### src/rtl/switch_conditioner_pkg.sv
// switch_conditioner_pkg: shared debounce constants and counter-width helper
// Items:
//   DEBOUNCE_DEFAULT - default stable-cycle count (20 ms at 50 MHz)
//   cnt_width()      - counter width able to hold 0..cycles
//   DEBOUNCE_CNT_W   - counter width for the default count
package switch_conditioner_pkg;
  localparam int DEBOUNCE_DEFAULT = 1000000;
  function automatic int cnt_width(input int cycles);
    return $clog2(cycles + 1);
  endfunction
  localparam int DEBOUNCE_CNT_W = cnt_width(DEBOUNCE_DEFAULT);
endpackage

### src/rtl/switch_conditioner_channel.sv
// debounce_channel: one switch channel -- synchronizer, stability counter, level and edge pulses
// Ports:
//   clock   - rising-edge system clock
//   reset_n - synchronous active-low reset
//   raw_i   - asynchronous switch level
//   level_o - debounced stable level
//   rise_o  - one-cycle pulse on an accepted 0->1 change
//   fall_o  - one-cycle pulse on an accepted 1->0 change
module debounce_channel
  import switch_conditioner_pkg::*;
#(
  parameter int DEBOUNCE_CYCLES = DEBOUNCE_DEFAULT
) (
  input  logic clock,
  input  logic reset_n,
  input  logic raw_i,
  output logic level_o,
  output logic rise_o,
  output logic fall_o
);
  localparam int CW = cnt_width(DEBOUNCE_CYCLES);
  localparam logic [CW-1:0] LAST = CW'(DEBOUNCE_CYCLES - 1);
  logic sync1_q, sync2_q, level_q, level_d, rise_q, rise_d, fall_q, fall_d, differ, accept;
  logic [CW-1:0] cnt_q, cnt_d;
  // The counter only runs while the synchronized input disagrees with level,
  // so it saturates at LAST and acceptance clears it.
  always_comb begin
    differ  = sync2_q ^ level_q;
    accept  = differ && (cnt_q == LAST);
    cnt_d   = (differ && !accept) ? cnt_q + CW'(1) : '0;
    level_d = accept ? sync2_q : level_q;
    rise_d  = accept & sync2_q;
    fall_d  = accept & ~sync2_q;
  end
  always_ff @(posedge clock) begin
    if (!reset_n) begin
      sync1_q <= 1'b0;
      sync2_q <= 1'b0;
      level_q <= 1'b0;
      rise_q  <= 1'b0;
      fall_q  <= 1'b0;
      cnt_q   <= '0;
    end else begin
      sync1_q <= raw_i;
      sync2_q <= sync1_q;
      level_q <= level_d;
      rise_q  <= rise_d;
      fall_q  <= fall_d;
      cnt_q   <= cnt_d;
    end
  end
  assign level_o = level_q;
  assign rise_o  = rise_q;
  assign fall_o  = fall_q;
endmodule

### src/rtl/switch_conditioner.sv
// switch_conditioner: WIDTH independent debounced switch channels with edge pulses
// Ports:
//   clock   - rising-edge system clock
//   reset_n - synchronous active-low reset
//   raw     - asynchronous switch/key levels
//   level   - debounced stable levels
//   rise    - per-channel one-cycle pulse on accepted 0->1
//   fall    - per-channel one-cycle pulse on accepted 1->0
//   changed - OR of all rise and fall bits
module switch_conditioner
  import switch_conditioner_pkg::*;
#(
  parameter int WIDTH           = 4,
  parameter int DEBOUNCE_CYCLES = DEBOUNCE_DEFAULT
) (
  input  logic             clock,
  input  logic             reset_n,
  input  logic [WIDTH-1:0] raw,
  output logic [WIDTH-1:0] level,
  output logic [WIDTH-1:0] rise,
  output logic [WIDTH-1:0] fall,
  output logic             changed
);
  genvar i;
  for (i = 0; i < WIDTH; i++) begin : g_ch
    debounce_channel #(.DEBOUNCE_CYCLES(DEBOUNCE_CYCLES)) u_ch (
      .clock   (clock),
      .reset_n (reset_n),
      .raw_i   (raw[i]),
      .level_o (level[i]),
      .rise_o  (rise[i]),
      .fall_o  (fall[i])
    );
  end
  assign changed = |(rise | fall);
endmodule

### config.mk
export PLATFORM = sky130hd
export DESIGN_NAME = switch_conditioner
export DESIGN_NICKNAME = d
export VERILOG_FILES = /design/src/rtl/switch_conditioner_pkg.sv /design/src/rtl/switch_conditioner_channel.sv /design/src/rtl/switch_conditioner.sv
export SDC_FILE = /design/constraint.sdc
export NUM_CORES = 1
export LEC_CHECK = 0
export BUFFER_PORTS_ARGS = -buffer_cell sky130_fd_sc_hd__buf_2
export CORE_MARGIN = 2
export CORE_UTILIZATION = 55
export CTS_BUF_LIST = sky130_fd_sc_hd__clkbuf_16
export DETAILED_ROUTE_END_ITERATION = 12
export HOLD_SLACK_MARGIN = 0.02
export PLACE_DENSITY = 0.75
export SLEW_MARGIN = 40
export SYNTH_ARGS = -nofsm -noshare
export SYNTH_HDL_FRONTEND = slang
export SYNTH_SLANG_ARGS = --single-unit
### constraint.sdc
create_clock -name clock -period 2.04 [get_ports clock]
set_input_delay 0.408 -clock clock [delete_from_list [all_inputs] [get_ports clock]]
set_output_delay 0.408 -clock clock [all_outputs]
set_load 0.01 [all_outputs]
# Word-level counts from Yosys, hierarchy flattened

Index checks and enable logic that the tools add are counted.

Bitwise gates (word level): 17
Equality and inequality tests: 4
Reductions and logical operators: 17
$add $sub $neg: 4

Operator list:

| kind                                                             | count |
|---|---|
| 20-bit by 1-bit adder with 20-bit output (second input constant) | 4 |
| 20-bit equality test (second input constant)                     | 4 |
| 1-bit bitwise AND                                                | 8 |
| 1-bit logical AND                                                | 8 |
| 2-bit AND reduction                                              | 4 |
| 1-bit zero test                                                  | 4 |
| 1-bit NOT                                                        | 4 |
| 4-bit bitwise OR                                                 | 1 |
| 4-bit OR reduction                                               | 1 |
| 1-bit bitwise XOR                                                | 4 |

Input bits: 6
Output and inout port bits: 13
Bits in registers: 100
Logic and storage cells: 66

# Depth between registers and ports, before layout

Word-level depth: 5
Depth in mapped cells: 7
Depth with buffers taken out: 5

# Cells and area by module

From an unflattened synthesis, not the netlist that was laid out.

Cell total of the unflattened synthesis: 491
Area, all modules: 4360.4 um2

Modules (own cells, without submodules):

| module             | times used | area an instance (um2) | cells an instance | seq. area each (um2) |
|---|---|---|---|---|
| debounce_channel   | 4          | 1086.0                 | 122               | 500.5 |
| switch_conditioner | 1          | 16.3                   | 3                 | 0.0 |

# Least setup slack after synthesis

OpenSTA, ideal clock, no wires.

Path type: register to register
Start: register g_ch[2].u_ch.cnt_q[0]
End: register g_ch[2].u_ch.cnt_q[10]
Buffers on the path: 2
Setup slack: 0.153 ns
Cell stages (with the launch flop): 8
Library setup time: 0.117 ns
Data arrival time: 1.770 ns
Period minus slack after synthesis: 1.887 ns
Required time: 1.923 ns
Cells stage by stage: dfxtp_1 ha_1 nand3_1 or2_2 clkbuf_1 o21ai_2 buf_2 nor2_1

Word-level cells in the longest chain between the ends: 5
Elaborated cells between the ends (all ways): 6
Classes of those cells: 1 x add/sub; 1 x eq/ne; 4 x reduce/logical

Ends and longest elaborated chain:

| element                                                                                          | RTL line                         | text |
|---|---|---|
| start, declared                                                                                  | switch_conditioner_channel.sv:24 | `logic [CW-1:0] cnt_q, cnt_d;` |
| start signal, assigned                                                                           | switch_conditioner_channel.sv:49 | `cnt_q <= cnt_d;` |
| parallel branches: the longest is 5 deep, another holds 20-bit by 1-bit adder with 20-bit output | --                               |  |

Several ways; the timed one is not identified.
A chain may end at the register's enable or synchronous reset.

# Final worst setup path

Start: register g_ch[0].u_ch.cnt_q[12]
End: register g_ch[0].u_ch.cnt_q[11]

Word-level cells in the longest chain between the ends: 5

Ends and longest elaborated chain:

| element                              | RTL line                         | text |
|---|---|---|
| start, declared                      | switch_conditioner_channel.sv:24 |  |
| start signal, assigned               | switch_conditioner_channel.sv:49 |  |
| 20-bit equality test                 | switch_conditioner_channel.sv:29 | `accept = differ && (cnt_q == LAST);` |
| 1-bit logical AND                    | switch_conditioner_channel.sv:29 |  |
| 1-bit zero test                      | switch_conditioner_channel.sv:30 | `cnt_d = (differ && !accept) ? cnt_q + CW'(1) : '0;` |
| 1-bit logical AND                    | switch_conditioner_channel.sv:30 |  |
| 2-bit AND reduction (no source line) | --                               |  |

Every way passes these cells.

==> out/results.txt <==
status: completed
LEAKAGE: 1.59 nW
Worst EP required: 2.26 ns
worst min path class: input port to flip-flop
Worst Reg2Reg Path Length in Cells: 5
Clock transition at path regs: 0.06 ns
ys flop type: dfxtp_1
RSZ-0062 raised after global routing: yes
total CTS buffers: 9
placed insts: 610
Max-Cap Viols: 0
initial cell density of the core: 0.567
Max H-tree Level: 3
Final WS setup: 0.0583 ns
Ant. Diodes: 0
first-pass GRT wire length: 13.9 mm
synthesized area: 4380 um^2
worst reg2reg path startpoint: g_ch[0].u_ch.cnt_q[12]$_SDFF_PN0_
worst-margin pin slew: 0.637 ns
post-route insts no fill: 626
most frequent cells in the layout: 100 x dfxtp_1, 60 x nor2_1, 30 x nand2_1
vias: 3477
sequential fraction of the synthesis area: 0.457
initial antenna violation count: 0
synthesized net count: 508
largest net degree at the start of global routing: 21
FF-to-FF End: g_ch[0].u_ch.cnt_q[11]$_SDFF_PN0_
Die Ht: 93.2 um
hold_ws: 0.279 ns
FP Rows: 32
drt first-iter violations: 118
fin crit share: 0.971
Root Buffer: clkbuf_16
max_slew headroom: 0.572
clock latency on the worst-skew pair: 0.34 ns
sum of negative setup slack: 0 ns
TritonCTS clock tree: built
vias per inst: 5.55
CP max FO: 20
Pins Over Slew Limit: 0
Max Root-Sink Buffers: 2
Post-DP Area: 4600 um^2
critical path endpoint category: flip-flop
Final Cell Area: 4880 um^2
Post-synth EDFFs: 0
Area growth syn-to-layout: 11.5%
syn_area_per_cell: 8.79 um^2
Pwr Total: 3.54 mW
# clock sinks: 100
crit start category: flip-flop
Core Box Area: 7730 um^2
hold_sp: raw[1]
Overflow after GRT: 0
IO Count: 19
CP arrival: 2.20 ns
Setup Viol. Count Final: 0
Pre-antenna DRT Iters: 4
die area: 8690 um^2
Final Wtd Congestion: 0.830
routed len/inst: 12.9 um
Final Skew: 0.0122 ns
FF+latch count, synth: 100
Setup Fix Bufs, Post-CTS: 0
Max Freq: 505 MHz
Post-Syn Instances: 498
layout cells sized above 1: 0.118
DRC viols: 0
hold path cells: 2
IO buf count: 18
critical path class: flip-flop to flip-flop
Endpoint, Worst Hold: g_ch[1].u_ch.sync1_q$_SDFF_PN0_
post-route ant nets: 0
Place WS: 0.0516 ns
maximum vdd ir drop: 0.000421 V
GR Util All Layers: 0.197
final wirelength: 8.07 mm
Final Hold Vio Count: 0
vias in the first global route: 3228
Netlist cell types: 43
dpl hpwl: 5.71 mm
Final min period: 1.98 ns
Cell Pwr Density: 726 nW/um^2
fillers: 655
NumNets Final: 529
Synth async-reset ratio: 0
Core Util, Final: 0.631
yosys warns: 0
Die Width: 93.2 um
commonest non-fill, non-tap cell in the layout: dfxtp_1
reg2reg setup slack: 0.06 ns
## registers in the layout, summed over array words and instances, names as in the netlist
| register | count |
|---|---|
| g_ch.u_ch.sync2_q | 4 |
| g_ch.u_ch.level_o | 4 |
| g_ch.u_ch.fall_o | 4 |
| g_ch.u_ch.rise_o | 4 |
| g_ch.u_ch.sync1_q | 4 |
| g_ch.u_ch.cnt_q | 80 |
## how the worst max path moves through the flow
stage | from | endpoint | cells after the start
floorplan | g_ch[2].u_ch.cnt_q[0]$_SDFF_PN0_ | g_ch[2].u_ch.cnt_q[10]$_SDFF_PN0_ | 7
global placement | g_ch[0].u_ch.cnt_q[12]$_SDFF_PN0_ | g_ch[0].u_ch.cnt_q[18]$_SDFF_PN0_ | 5
detailed placement | g_ch[0].u_ch.cnt_q[12]$_SDFF_PN0_ | g_ch[0].u_ch.cnt_q[11]$_SDFF_PN0_ | 5
CTS | g_ch[0].u_ch.cnt_q[12]$_SDFF_PN0_ | g_ch[0].u_ch.cnt_q[12]$_SDFF_PN0_ | 5
global route | g_ch[0].u_ch.cnt_q[12]$_SDFF_PN0_ | g_ch[0].u_ch.cnt_q[13]$_SDFF_PN0_ | 5
finish | g_ch[0].u_ch.cnt_q[12]$_SDFF_PN0_ | g_ch[0].u_ch.cnt_q[11]$_SDFF_PN0_ | 5
## cells in the mapped netlist, types with 6 or more instances
master	n	area [um^2]
o31ai_1	9	67.6
nand4_1	16	100
nand2_1	30	113
inv_1	18	67.6
nor4b_1	6	52.6
nor2_1	60	225
dfxtp_1	100	2000
and3_1	13	81.3
buf_4	14	105
or4_1	12	90.1
xor2_1	20	175
nor4_1	13	81.3
a21oi_1	28	140
nor3_1	9	45.0
clkbuf_1	12	45.0
o21ai_0	17	85.1
or3_1	17	106
nand3_1	25	125
and4_1	6	52.6
xnor2_1	29	254
and2_1	12	75.1
## final cells by class
| type | count | area [um^2] | area share |
|---|---|---|---|
| Clock inverter | 7 | 43.8 | 0.00897 |
| Inverter | 18 | 67.6 | 0.0138 |
| Tap cell | 102 | 128 | 0.0262 |
| Timing Repair Buffer | 37 | 245 | 0.0503 |
| Multi-Input combinational cell | 353 | 2170 | 0.444 |
| Sequential cell | 100 | 2000 | 0.410 |
| Clock buffer | 9 | 225 | 0.0462 |
## where the power goes
part	internal (mW)	switching [mW]
registers	1.96	0.00512
logic	0.0164	0.0275
clock network	0.820	0.714
total	2.80	0.746
## what timing repair did
action	4_1_cts	5_1_grt
resized for setup	0	2
hold buffers	0	0
endpoints found under the setup margin	0	21
## critical path, stage by stage (launching register included)
cell,delay [ns]
dfxtp_1,0.31
or4b_1,0.52
or4_4,0.59
o221ai_4,0.21
buf_12,0.18
a21oi_1,0.05
## layer usage
layer | vias to the layer above | track usage | part of all wire
li1 | 1787 | - | -
met1 | 1631 | 0.247 | 0.48
met2 | 54 | 0.330 | 0.48
met3 | 5 | 0.0483 | 0.035
met4 | 0 | 0.0662 | 0.0067
met5 | - | 0 | 0
## cells by family after synthesis
| logic type | synth area share |
|---|---|
| xor gates and xnor gates | 0.0980 |
| and+or+nand+nor | 0.303 |
| AOI/OAI and AO/OA | 0.0797 |
| adders and majority gates | 0.0114 |
| buffers and inverters | 0.0509 |
| DFF | 0.457 |
Power figures use the tool's default switching activity.
